[src/rtl/frame_bank_arbiter.sv]
// Single-port frame memory arbiter: display reads take priority over capture writes,
// with two-bank double buffering swapped only at a display frame boundary.
module frame_bank_arbiter #(
    parameter int unsigned FRAME_PIXELS = 307200,
    parameter int unsigned ADDR_W       = 19,
    parameter int unsigned DATA_W       = 24
) (
    input  logic              clk,
    input  logic              rstn,
    input  logic              rd_req,
    input  logic              rd_frame_start,
    output logic [DATA_W-1:0] rd_data,
    output logic              rd_valid,
    input  logic              wr_valid,
    output logic              wr_ready,
    input  logic [DATA_W-1:0] wr_data,
    input  logic              wr_sof,
    output logic              mem_en,
    output logic              mem_we,
    output logic [ADDR_W:0]   mem_addr,
    output logic [DATA_W-1:0] mem_wdata,
    input  logic [DATA_W-1:0] mem_rdata,
    output logic              rd_bank,
    output logic              wr_bank,
    output logic              frame_drop
);

    localparam logic [ADDR_W-1:0] LAST_PIX = ADDR_W'(FRAME_PIXELS - 1);

    typedef enum logic [1:0] {
        IDLE,
        FILL,
        DONE
    } state_t;

    state_t            state, state_nxt;
    logic [ADDR_W-1:0] rd_addr;
    logic [ADDR_W-1:0] wr_addr, wr_addr_nxt;
    logic [ADDR_W-1:0] wr_beat_addr;
    logic              wr_fire;
    logic              wr_write;
    logic              drop_nxt;
    logic              swap;
    logic              rd_req_d1;

    // Bank FSM: next state, write address and memory write decision
    always_comb begin
        state_nxt    = state;
        wr_addr_nxt  = wr_addr;
        wr_write     = 1'b0;
        drop_nxt     = 1'b0;
        swap         = 1'b0;
        wr_ready     = !rd_req && (state != DONE);
        wr_fire      = wr_valid && wr_ready;
        wr_beat_addr = wr_sof ? '0 : wr_addr;
        case (state)
            IDLE: begin
                if (wr_fire && wr_sof) begin
                    wr_write    = 1'b1;
                    wr_addr_nxt = ADDR_W'(1);
                    state_nxt   = FILL;
                end
            end
            FILL: begin
                if (wr_fire) begin
                    wr_write = 1'b1;
                    if (wr_sof) begin
                        wr_addr_nxt = ADDR_W'(1);
                        drop_nxt    = 1'b1;
                    end else if (wr_addr == LAST_PIX) begin
                        wr_addr_nxt = '0;
                        state_nxt   = DONE;
                    end else begin
                        wr_addr_nxt = wr_addr + ADDR_W'(1);
                    end
                end
            end
            DONE: begin
                if (rd_frame_start) begin
                    swap      = 1'b1;
                    state_nxt = IDLE;
                end
            end
            default: state_nxt = IDLE;
        endcase
    end

    always_comb begin
        mem_en    = rd_req || wr_write;
        mem_we    = wr_write;
        mem_addr  = rd_req ? {rd_bank, rd_addr} : {wr_bank, wr_beat_addr};
        mem_wdata = wr_data;
    end

    always_ff @(posedge clk or negedge rstn) begin
        if (!rstn) begin
            state      <= IDLE;
            wr_addr    <= '0;
            frame_drop <= 1'b0;
            rd_bank    <= 1'b0;
            wr_bank    <= 1'b1;
        end else begin
            state      <= state_nxt;
            wr_addr    <= wr_addr_nxt;
            frame_drop <= drop_nxt;
            if (swap) begin
                rd_bank <= wr_bank;
                wr_bank <= ~wr_bank;
            end
        end
    end

    // Frame start wins over the increment; a same-cycle read still used the old address
    always_ff @(posedge clk or negedge rstn) begin
        if (!rstn) begin
            rd_addr <= '0;
        end else if (rd_frame_start) begin
            rd_addr <= '0;
        end else if (rd_req) begin
            rd_addr <= (rd_addr == LAST_PIX) ? '0 : rd_addr + ADDR_W'(1);
        end
    end

    always_ff @(posedge clk or negedge rstn) begin
        if (!rstn) begin
            rd_req_d1 <= 1'b0;
            rd_valid  <= 1'b0;
            rd_data   <= '0;
        end else begin
            rd_req_d1 <= rd_req;
            rd_valid  <= rd_req_d1;
            if (rd_req_d1) begin
                rd_data <= mem_rdata;
            end
        end
    end

endmodule
[config.mk]
export PLATFORM = sky130hd
export DESIGN_NAME = frame_bank_arbiter
export DESIGN_NICKNAME = d
export VERILOG_FILES = /design/src/rtl/frame_bank_arbiter.sv
export SDC_FILE = /design/constraint.sdc
export NUM_CORES = 1
export LEC_CHECK = 0
export CAP_MARGIN = 20
export CORE_AREA = 2 2 137 112
export DETAILED_ROUTE_END_ITERATION = 10
export DIE_AREA = 0 0 139 114
export PLACE_DENSITY = 0.47
export SETUP_SLACK_MARGIN = 0.05
export SLEW_MARGIN = 20
export SYNTH_ARGS = -nofsm -noshare
export SYNTH_HDL_FRONTEND = slang
export SYNTH_SLANG_ARGS = --single-unit
export TNS_END_PERCENT = 100
[constraint.sdc]
create_clock -name clk -period 2.9 [get_ports clk]
set_input_delay 0.435 -clock clk [delete_from_list [all_inputs] [get_ports clk]]
set_output_delay 0.435 -clock clk [all_outputs]
set_load 0.05 [all_outputs]
# After elaboration in Yosys (flattened, before gate mapping)
# Index checks and enable logic that the tools add are counted.
[classes] n_addsub=2 n_eq_ne=10 mux=24 bitwise=1 reduce_logical=10
[op_table] operator="$mux 19" n=8
[op_table] operator="$add 19x1->19 const B" n=2
[op_table] operator="$eq 19x19->1 const B" n=2
[op_table] operator="$pmux 19 s2" n=1
[op_table] operator="$mux 20" n=1
[op_table] operator="$ne 2x2->1 const B" n=6
[op_table] operator="$mux 2" n=5
[op_table] operator="$mux 1" n=7
[op_table] operator="$pmux 2 s3" n=1
[op_table] operator="$reduce_and 5->1" n=1
[op_table] operator="$reduce_bool 2->1" n=2
[op_table] operator="$logic_and 1x1->1" n=3
[op_table] operator="$reduce_and 3->1" n=1
[op_table] operator="$eq 2x1->1 const B" n=1
[op_table] operator="$eq 2x2->1 const B" n=1
[op_table] operator="$logic_not 2->1" n=1
[op_table] operator="$pmux 1 s2" n=1
[op_table] operator="$logic_not 1->1" n=1
[op_table] operator="$logic_or 1x1->1" n=1
[op_table] operator="$not 1->1" n=1
[totals] register_bits=69 in_bits=54 out_inout_bits=75 wordCells=56

# Longest topological paths before layout
# Gate-level depths: netlist of the first run.
[depth] word_depth=7 depth_mapped=7 depth_no_buf=6

# Worst setup path after synthesis of the first run
# Ideal clock, no wire load.
[synth_timing] path_type="in2out" from="input port rd_req" to="output port mem_addr[0]" arrival_ps=2005 required_ps=2465 setup_slack_ps=460 cell_stages=3 path_buffers=2 cell_sequence="clkbuf_1 -> clkbuf_1 -> o31ai_1"
[synth_via] elab_chain_len=1
[synth_lines] item="start: declaration" line_no="10" text="input logic rd_req,"
[synth_lines] item="$mux 20" line_no="91" text="mem_addr = rd_req ? {rd_bank, rd_addr} : {wr_bank, wr_beat_addr};"
[synth_lines] item="end: declaration" line_no="20" text="output logic [ADDR_W:0] mem_addr,"
# Every way passes these cells.

# Final worst setup path of the first run
[layout_timing] from="input port wr_sof" to="output port mem_addr[6]"
[layout_via] elab_chain_len=2
[layout_lines] item="start: declaration" line_no="17" text="input logic wr_sof,"
[layout_lines] item="$mux 19" line_no="55" text="wr_beat_addr = wr_sof ? '0 : wr_addr;"
[layout_lines] item="$mux 20" line_no="91"
# Every way passes these cells.

==> results of run 1 <==
==> through the flow <==
| stage | hold slack [ps] | area, um2 | instances | total power [mW] | utilization (%) |
|---|---|---|---|---|---|
| 2_1_floorplan | 139 | 3700 | 379 | 1.52 | - |
| 3_3_place_gp | 488 | 4670 | 615 | 1.68 | 32.0 |
| 3_5_place_dp | 496 | 4670 | 615 | 1.68 | 32.0 |
| 4_1_cts | 343 | 4920 | 631 | 2.66 | 33.7 |
| 5_1_grt | 346 | 4920 | 631 | 2.75 | 33.7 |
| 6_report | 306 | 4920 | 631 | 2.62 | 33.7 |
==> layout make-up <==
class,count,area (um2)
Sequential cell,69,1730
Inverter,9,33.8
Fill cell,1502,9690
Clock inverter,2,10.0
Clock buffer,14,244
Timing Repair Buffer,87,978
Tap cell,189,236
Multi-Input combinational cell,261,1690
==> logic make-up (layout without fill, tap and decap cells) <==
family / count (synthesis) / in the layout / synth area share [%]
xor gates and xnor gates: 21 / 21 / 4.96
muxes: 26 / 26 / 7.90
buffers and inverters: 49 / 112 / 7.63
and+or+nand+nor: 158 / 158 / 22.0
adders and majority gates: 2 / 2 / 0.675
AOI/OAI and AO/OA: 54 / 54 / 10.2
DFF: 69 / 69 / 46.6
==> state kept, by name, summed over array words and instances, names as in the netlist <==
signal      flops
rd_data        24
rd_addr        19
wr_addr        19
state           2
frame_drop      1
rd_bank         1
rd_req_d1       1
rd_valid        1
wr_bank         1
==> cell usage in the layout, fill, tap and decap left out, types with 7 or more instances in the layout <==
master,Yosys,layout
o21ai_1,10,10
nand3_1,23,23
mux2_2,26,26
nand2_1,55,55
clkdlybuf4s50_1,0,57
o21ai_0,15,15
buf_12,0,15
xor2_1,15,15
nand4_1,13,13
inv_1,8,8
o31ai_1,8,8
buf_4,24,13
nand2b_1,7,7
nor2_1,28,28
clkbuf_16,0,9
dfrtp_1,68,68
==> worst max path at each step <==
stage	cells past startpoint	from	slack (ps)	end
6_report	6	wr_sof	550	mem_addr[6]
4_1_cts	6	wr_sof	570	mem_addr[6]
5_1_grt	5	wr_valid	520	mem_we
3_5_place_dp	6	wr_sof	570	mem_addr[6]
3_3_place_gp	6	wr_sof	590	mem_addr[6]
2_1_floorplan	3	rd_req	460	mem_addr[0]
==> worst max-delay path, stage by stage <==
cell and delay [ps]:
clkdlybuf4s50_1 430, inv_1 120, buf_4 200, nand2_1 60, o21ai_0 460, buf_12 210
==> layer usage <==
metal	vias up	wire length, um
met2	57	4560
met1	1412	4430
met3	18	317
met4	0	208
li1	1424	-
met5	-	0
==> where the power goes <==
part	internal [mW]	switching (mW)	total (mW)
clock network	0.577	0.386	0.963
registers	1.03	0.0839	1.11
logic	0.218	0.328	0.546
total	1.83	0.798	2.62
==> key figures, run 1 <==
Status
  • Outcome: finished, final reports clean

Detailed routing
  • Post-route ant nets: 0
  • WL/cell: around 15 um
  • Routed WL: roughly 9500 um
  • Vias per cell: approximately 4.6
  • Iteration count of the initial detailed-routing pass: 4
  • 1st-iter DRT viols: roughly 280
  • Post-route DRC: 0
  • Routed vias: around 2900

Synthesis
  • Number of synthesized register bits: slightly below 70
  • Most common cell in the netlist: dfrtp_1
  • Top cell type by total area after synthesis: dfrtp_1
  • Synth cell count leaders: 68 x dfrtp_1, 55 x nand2_1, 28 x nor2_1
  • Ranking of synthesized cells by area: dfrtp_1 46%, mux2_2 7.9%, nand2_1 5.6%
  • Post-synthesis cell type count: between 40 and 50
  • Mapped Cells: around 380
  • Top_reg_cell synth: dfrtp_1
  • Yosys warnings: 0
  • Asr flop ratio synth: 100%
  • Synth Area per Inst: slightly below 10 um2
  • Synth top area share: approximately 46%
  • EDFF count, synth: 0
  • Synth Cell Area: between 3000 and 4000 um2
  • Register area share after synthesis: between 40 and 50%
  • Syn_nets: approximately 440

Min path
  • Min-Delay Path Class: in2async

GRT
  • First-pass GRT wire length: about 16000 um
  • Initial antenna violation count: 0
  • Total grt overflow: 0
  • GRT busiest layer: met2
  • GRT met1 Usage: between 15 and 20%
  • Vias in the first global route: approximately 3000
  • M2 GR Usage: between 20% and 30%
  • GRT Total Usage: roughly 13%
  • Largest net degree at the start of global routing: 70
  • Met3 GRT Util: ~3.2%

Layout
  • Layout area overhead: 32.9%
  • Final Net Count: 493
  • Antenna diodes: 0
  • Layout cell share with drive strength beyond 1: around a fifth

Placed design
  • IO Port Bufs: 80
  • Post-place setup slack: roughly 570 ps
  • Hpwl dp: roughly 7000 um
  • Routability cong.: 0.822

Worst setup path
  • FF-to-FF Start: wr_addr[1]
  • Required @ worst endpoint: around 2500 ps
  • FF-to-FF path depth: 5
  • Critical path arrival: ~1900 ps
  • RR Endpoint: wr_addr[16]
  • Setup crit end kind: output port
  • Worst setup SP type: input pin
  • FF-to-FF setup slack: just under 1000 ps
  • Worst Path Max Fanout: 13
  • Critical path class: in2out

CTS
  • Master cell of the clock root buffer: clkbuf_16
  • # clock sinks: slightly below 70
  • Clock latency on the worst-skew pair: between 300 and 400 ps
  • Depth of the CTS H-tree: 3
  • CTS tree: yes
  • Post-CTS setup buffers: 0
  • CTS resizes: 0
  • Worst-path clk slew: roughly 50 ps
  • Cts-stage hold buffer count: 0
  • CTS Buffer Depth: 2
  • Cts bufs inserted: 9

Timing
  • Crit path time final: between 2000 and 2500 ps
  • Worst Skew: about 6.7 ps
  • Relative slew slack: between 30% and 40%
  • Worst Max-Slew Pin Slew: ~1000 ps
  • RSZ-0062 raised after global routing: false
  • Final Setup Violations: 0
  • Setup TNS: 0 ps
  • Maximum operating frequency: roughly 430 MHz
  • Final WS setup: 551 ps
  • Hold Violations, Final: 0
  • Tcrit/Tclk final: about four fifths
  • Final slew viol count: 0

Die
  • DIE AREA: approximately 16000 um2
  • Core area: around 15000 um2
  • Starting utilization of the core area: about 25%
  • Chip Width: 139 um
  • I/O pin cnt: roughly 130
  • Num rows: 40
  • Chip Height: 114 um

Flow run
  • Max Cap Viol: 0

Pwr
  • VDD IR max: between 0.2 and 0.3 mV
  • Lkg Pwr: between 1.5 and 2 nW
  • Power Density: ~530 nW/um2
Power figures use the tool's default switching activity.
==> inputs of run 2 (changes only) <==
clock period = 2.25 ns   (was 2.9 ns; I/O delays follow)
==> run 2 against run 1 <==
Net effect: utilization rose by 2.1 points; largest cell class unchanged; die area is the same; sequential share of layout area decreased by 2.1 points.
==> key figures, run 2 (synthesis gave the netlist of run 1 again) <==
Die
  • I/O pin cnt: 129 (unchanged)
  • Starting utilization of the core area: 25.4% (unchanged)
  • DIE AREA: 15800 um2 (unchanged)
  • Chip Height: 114 um (unchanged)
  • Chip Width: 139 um (unchanged)
  • Num rows: 40 (unchanged)
  • Core area: 14600 um2 (unchanged)

Timing
  • Setup TNS: 0 ps (unchanged)
  • Final slew viol count: 0 (unchanged)
  • Tcrit/Tclk final: 92.5%
  • RSZ-0062 raised after global routing: false (unchanged)
  • Final WS setup: 170 ps (was 551 ps)
  • Relative slew slack: 64.5% (was 32.9%)
  • Hold WS: 30.7 ps (was 306 ps)
  • Crit path time final: between 2000 and 2500 ps
  • Maximum operating frequency: slightly below 500 MHz
  • Hold Violations, Final: 0 (unchanged)
  • Final Setup Violations: 0 (unchanged)
  • Worst Max-Slew Pin Slew: 531 ps (was 1010 ps)
  • Worst Skew: 5.31 ps (was 6.71 ps)

Pwr
  • VDD IR max: 0.412 mV (was 0.263 mV)
  • Lkg Pwr: 2.11 nW (was 1.96 nW)
  • Combinational power share: 20.6% (was 20.8%)
  • Switching Share: 28.6% (was 30.4%)
  • Power Density: 717 nW/um2 (was 533 nW/um2)
  • Switching power: 1.07 mW (was 0.798 mW)
  • Clk pwr share: 41.5% (was 36.7%)
  • Reg power frac: 37.9% (was 42.5%)
  • Internal: 2.68 mW (was 1.83 mW)

CTS
  • Post-CTS setup buffers: 0 (unchanged)
  • Depth of the CTS H-tree: 3 (unchanged)
  • CTS Buffer Depth: 2 (unchanged)
  • Worst-path clk slew: 60 ps (was 50 ps)
  • Cts bufs inserted: 9 (unchanged)
  • # clock sinks: 69 (unchanged)
  • Master cell of the clock root buffer: clkbuf_16 (unchanged)
  • Clock latency on the worst-skew pair: 330 ps (about the same)
  • CTS tree: yes (unchanged)

Layout
  • Layout cell share with drive strength beyond 1: 22.0% (was 18.8%)
  • FILL cells: 1463 (was 1502)
  • Design area: 5230 um2 (was 4920 um2)
  • Antenna diodes: 0 (unchanged)
  • Commonest cells after routing, fill and taps aside: 68 x dfrtp_1, 55 x nand2_1, 55 x clkdlybuf4s50_1, 28 x nor2_1, 26 x mux2_2 (was 68 x dfrtp_1, 57 x clkdlybuf4s50_1, 55 x nand2_1, 28 x nor2_1, 26 x mux2_2)
  • Most common cell after layout, fill and taps aside: dfrtp_1 (unchanged)
  • Final cell count without fillers: 643 (was 631)
  • Max reg flops: 24 (unchanged)
  • Final Net Count: 505 (was 493)
  • Biggest regs: rd_data x24, rd_addr x19, wr_addr x19 (unchanged)
  • Most flops, register: rd_data (unchanged)
  • Layout area overhead: 41.2% (was 32.9%)

Worst setup path
  • Required @ worst endpoint: 1910 ps (was 2470 ps)
  • FF-to-FF setup slack: 290 ps (was 990 ps)
  • Critical path arrival: 1740 ps (was 1910 ps)
  • Setup crit end kind: output port (unchanged)
  • Critical path class: in2out (unchanged)
  • FF-to-FF Start: wr_addr[1] (unchanged)
  • Worst Path Max Fanout: 29 (was 13)
  • Worst setup SP type: input pin (unchanged)
  • RR Endpoint: wr_addr[16] (unchanged)
  • FF-to-FF path depth: 5 (unchanged)

Detailed routing
  • Iteration count of the initial detailed-routing pass: 4 (unchanged)
  • Routed vias: 3001 (was 2911)
  • Routed WL: 9750 um (was 9510 um)
  • WL/cell: 15.2 um (was 15.1 um)
  • 1st-iter DRT viols: 243 (was 284)
  • Post-route DRC: 0 (unchanged)
  • Vias per cell: 4.67 (was 4.61)
  • Post-route ant nets: 0 (unchanged)

GRT
  • Initial antenna violation count: 0 (unchanged)
  • GRT Total Usage: 12.6% (was 12.7%)
  • Largest net degree at the start of global routing: 70 (unchanged)
  • GRT met1 Usage: 17.7% (was 16.5%)
  • Total grt overflow: 0 (unchanged)
  • Vias in the first global route: 2961 (was 2982)
  • GRT busiest layer: met2 (unchanged)
  • M2 GR Usage: 19.4% (was 20.2%)
  • First-pass GRT wire length: 15900 um (about the same)
  • Met3 GRT Util: 3.27% (was 3.19%)

Placed design
  • IO Port Bufs: 80 (unchanged)
  • Hpwl dp: 7130 um (was 6970 um)
  • Area after DPL: 4890 um2 (was 4670 um2)
  • Post-place setup slack: 64.6 ps (was 572 ps)
  • Routability cong.: 0.838 (was 0.822)
  • Post-placement cell count: 627 (was 615)

Status
  • Outcome: finished, final reports clean (unchanged)

Flow run
  • Max Cap Viol: 0 (unchanged)

Min path
  • Min-Delay Path Class: in2async (unchanged)
-- run 2: changes by cell type in the layout (fill, tap and decap cells not counted), sizes merged --
cell,before,now
buf,30,43
clkdlybuf4s50,57,55
dlymetal6s2s,0,1
bufinv,0,2
clkbuf,14,12
-- run 2: cell type report --
cell class / count / area (um2) / share of cell area (%)
multi-input cells: 261 / 1710 / 32.6
clock inverters: 4 / 70.1 / 1.34
repair buffers: 99 / 1200 / 22.9
inverters: 9 / 36.3 / 0.694
flip-flops and latches: 69 / 1730 / 33.0
clock buffers: 12 / 256 / 4.90
well taps: 189 / 236 / 4.52
-- run 2: worst max-delay path, cell delays in order --
cell and delay, ps:
clkdlybuf4s50_1 510, buf_12 190, buf_4 260, nand2_1 90
o31ai_1 150, buf_12 210
-- run 2: per-layer routing --
| metal | vias to the layer above | part of all wire (%) |
|---|---|---|
| met1 | 1465 | 48 |
| met5 | - | 0 |
| li1 | 1445 | - |
| met3 | 16 | 4.9 |
| met2 | 75 | 46 |
| met4 | 0 | 1.3 |
-- run 2: through the flow --
stage	util [%]	total power, mW
floorplan	-	1.97
global placement	33.4	2.21
detailed placement	33.4	2.22
CTS	35.7	3.80
global route	35.8	3.90
finish	35.8	3.75
-- run 2: power groups by stage --
stage	Sequential (mW)	Clock, mW	Combinational (mW)
final	1.42	1.56	0.774
after global routing	1.43	1.64	0.825
after CTS	1.42	1.60	0.781
after detailed placement	1.44	0	0.779
after global placement	1.44	0	0.775
after floorplan	1.58	0	0.385
-- run 2: how the worst max path moves through the flow --
stage	endpoint	depth (start not counted)	start	slack, ps
finish	mem_addr[11]	6	rd_req	170
global route	mem_addr[6]	6	rd_req	80
CTS	mem_we	4	wr_sof	50
detailed placement	mem_addr[6]	6	wr_sof	60
global placement	mem_addr[6]	6	wr_sof	80
floorplan	mem_addr[0]	3	rd_req	5
-- run 2: timing repair --
item                       4_1_cts  5_1_grt
setup endpoints to repair        0       10
hold buffers                     0        0
resized for setup                0        4
==> inputs of run 3 (changes only) <==
CAP_MARGIN = 5   (was 20)
CORE_AREA = 2 2 94 163   (was 2 2 137 112)
DIE_AREA = 0 0 96 165   (was 0 0 139 114)
==> run 3 against run 2 <==
Net effect: non-clock buffer count rose by 4; largest power group unchanged; via count grew 0.80%; die area is essentially flat; sequential cell count unchanged.
==> key figures, run 3 (synthesis gave the netlist of run 1 again) <==
Status
  • Outcome: finished, final reports clean (unchanged)

Timing
  • Final Setup Violations: 0 (unchanged)
  • Tcrit/Tclk final: 90.2% (was 92.5%)
  • RSZ-0062 raised after global routing: false (unchanged)
  • Crit path time final: 2030 ps (was 2080 ps)
  • Maximum operating frequency: 493 MHz (was 481 MHz)
  • Final slew viol count: 0 (unchanged)
  • Setup TNS: 0 ps (unchanged)
  • Hold WS: 263 ps (was 30.7 ps)
  • Final WS setup: 221 ps (was 170 ps)
  • Hold Violations, Final: 0 (unchanged)
  • Worst Max-Slew Pin Slew: 546 ps (was 531 ps)
  • Relative slew slack: 63.3% (was 64.5%)
  • Worst Skew: 5.64 ps (was 5.31 ps)

CTS
  • Post-CTS setup buffers: 0 (unchanged)
  • Depth of the CTS H-tree: 3 (unchanged)
  • CTS Buffer Depth: 2 (unchanged)
  • CTS tree: yes (unchanged)
  • Cts bufs inserted: 9 (unchanged)
  • Master cell of the clock root buffer: clkbuf_16 (unchanged)
  • Worst-path clk slew: 60 ps (about the same)
  • Clock latency on the worst-skew pair: 330 ps (about the same)
  • # clock sinks: 69 (unchanged)

Detailed routing
  • Vias per cell: 4.74 (was 4.67)
  • Post-route ant nets: 0 (unchanged)
  • WL/cell: 15.9 um (was 15.2 um)
  • Routed WL: 10100 um (was 9750 um)
  • 1st-iter DRT viols: 139 (was 243)
  • Routed vias: 3025 (was 3001)
  • Iteration count of the initial detailed-routing pass: 4 (unchanged)
  • Post-route DRC: 0 (unchanged)

Worst setup path
  • Worst setup SP type: flop (was input pin)
  • Worst Path Max Fanout: 4 (was 29)
  • Top cell family by delay on the critical path: buffers and inverters (unchanged)
  • Critical path class: reg2out (was in2out)
  • Cells along the critical path: clkdlybuf4s50_1 (was clkdlybuf4s50_1 -> buf_12 -> buf_4 -> nand2_1 -> o31ai_1 -> buf_12)
  • Slowest cell delay on critical path: 800 ps (was 510 ps)
  • Critical path arrival: 1690 ps (was 1740 ps)
  • Levels on crit path: 1 (was 6)
  • FF-to-FF Start: wr_addr[1] (unchanged)
  • CP bufs+invs: 1 (was 4)
  • CP max-delay cell: clkdlybuf4s50_1 (unchanged)
  • RR Endpoint: state[0] (was wr_addr[16])
  • Setup crit start: wr_bank (was rd_req)
  • Required @ worst endpoint: 1910 ps (about the same)
  • FF-to-FF path depth: 5 (unchanged)
  • Setup crit end kind: output port (unchanged)
  • FF-to-FF setup slack: 300 ps (was 290 ps)
  • Setup crit end: wr_bank (was mem_addr[11])

Layout
  • Most flops, register: rd_data (unchanged)
  • FILL cells: 1479 (was 1463)
  • Max reg flops: 24 (unchanged)
  • Layout cell share with drive strength beyond 1: 22.9% (was 22.0%)
  • Antenna diodes: 0 (unchanged)
  • Commonest cells after routing, fill and taps aside: 68 x dfrtp_1, 55 x nand2_1, 55 x clkdlybuf4s50_1, 28 x nor2_1, 26 x mux2_2 (unchanged)
  • Multi-input logic area: 1690 um2 (was 1710 um2)
  • Most common cell after layout, fill and taps aside: dfrtp_1 (unchanged)
  • FF+latch area: 1730 um2 (unchanged)
  • Biggest regs: rd_data x24, rd_addr x19, wr_addr x19 (unchanged)
  • Post-layout util: 35.8% (about the same)
  • Design area: 5170 um2 (was 5230 um2)
  • Final Net Count: 509 (was 505)
  • Layout area overhead: 39.5% (was 41.2%)

Min path
  • Min-Delay Path Class: in2reg (was in2async)
  • Min-delay src: rd_req

Die
  • Chip Width: 96 um (was 139 um)
  • I/O pin cnt: 129 (unchanged)
  • Core area: 14400 um2 (was 14600 um2)
  • Num rows: 58 (was 40)
  • DIE AREA: 15800 um2 (about the same)
  • Starting utilization of the core area: 25.7% (was 25.4%)
  • Chip Height: 165 um (was 114 um)

Placed design
  • Routability cong.: 0.863 (was 0.838)
  • Area after DPL: 4840 um2 (was 4890 um2)
  • Post-place setup slack: 228 ps (was 64.6 ps)
  • IO Port Bufs: 80 (unchanged)
  • Hpwl dp: 7760 um (was 7130 um)

Flow run
  • Max Cap Viol: 0 (unchanged)

Pwr
  • VDD IR max: 0.271 mV (was 0.412 mV)
  • Internal: 2.61 mW (was 2.68 mW)
  • Clk pwr share: 40.5% (was 41.5%)
  • Reg power frac: 38.4% (was 37.9%)
  • Power Density: 710 nW/um2 (was 717 nW/um2)
  • Switching Share: 29.0% (was 28.6%)
  • Switching power: 1.06 mW (was 1.07 mW)
  • Combinational power share: 21.2% (was 20.6%)
  • Lkg Pwr: 2.09 nW (was 2.11 nW)

GRT
  • Initial antenna violation count: 0 (unchanged)
  • Total grt overflow: 0 (unchanged)
  • Vias in the first global route: 3177 (was 2961)
  • Largest net degree at the start of global routing: 57 (was 70)
  • First-pass GRT wire length: 16000 um (was 15900 um)
  • GRT Total Usage: 13.4% (was 12.6%)
[run 3: layout make-up]
type	count	area share [%]
timing repair buffer	103	22.7
clock inverter	7	1.74
inverter	9	0.654
sequential	69	33.4
multi-input combinational	261	32.8
tap	180	4.36
clock buffer	9	4.36
[run 3: worst min path at each step]
stage                     slack (ps)  cells past startpoint           to
after floorplan                   40                      0   frame_drop
after global placement           280                      1   rd_data[1]
after detailed placement         290                      1  rd_data[23]
after CTS                        260                      1    rd_req_d1
after global routing             260                      1    rd_req_d1
final                            260                      1    rd_req_d1
[run 3: worst register-to-register path, delay by kind of cell (launching register included)]
kind                       cells  cell delay (ps)
DFF                            1              460
adders and majority gates      1              300
and+or+nand+nor                3              970
AOI/OAI and AO/OA              1               90
[run 3: power groups by stage]
stage               Sequential, mW  Clock, mW  Combinational [mW]
global route                  1.42       1.59               0.832
detailed placement            1.43          0               0.785
finish                        1.41       1.48               0.777
global placement              1.43          0               0.783
floorplan                     1.58          0               0.385
CTS                           1.41       1.54               0.789
[run 3: routing by layer]
layer / track usage, % / part of all wire, % / vias up
met5: 0 / 0 / -
met4: 7.79 / 3.6 / 0
met3: 2.51 / 4.7 / 21
met2: 24.9 / 55 / 97
met1: 13.4 / 37 / 1443
li1: - / - / 1464
[run 3: repair_timing]
action                                 CTS  global route
gates resized for setup                  0             0
setup endpoints to repair                0             0
hold buffers                             1             0
endpoints found under the hold margin   12             0
[run 3: stage by stage]
stage,std cells,power [mW]
2_1_floorplan,379,1.97
3_3_place_gp,621,2.21
3_5_place_dp,621,2.21
4_1_cts,638,3.74
5_1_grt,638,3.84
6_report,638,3.67
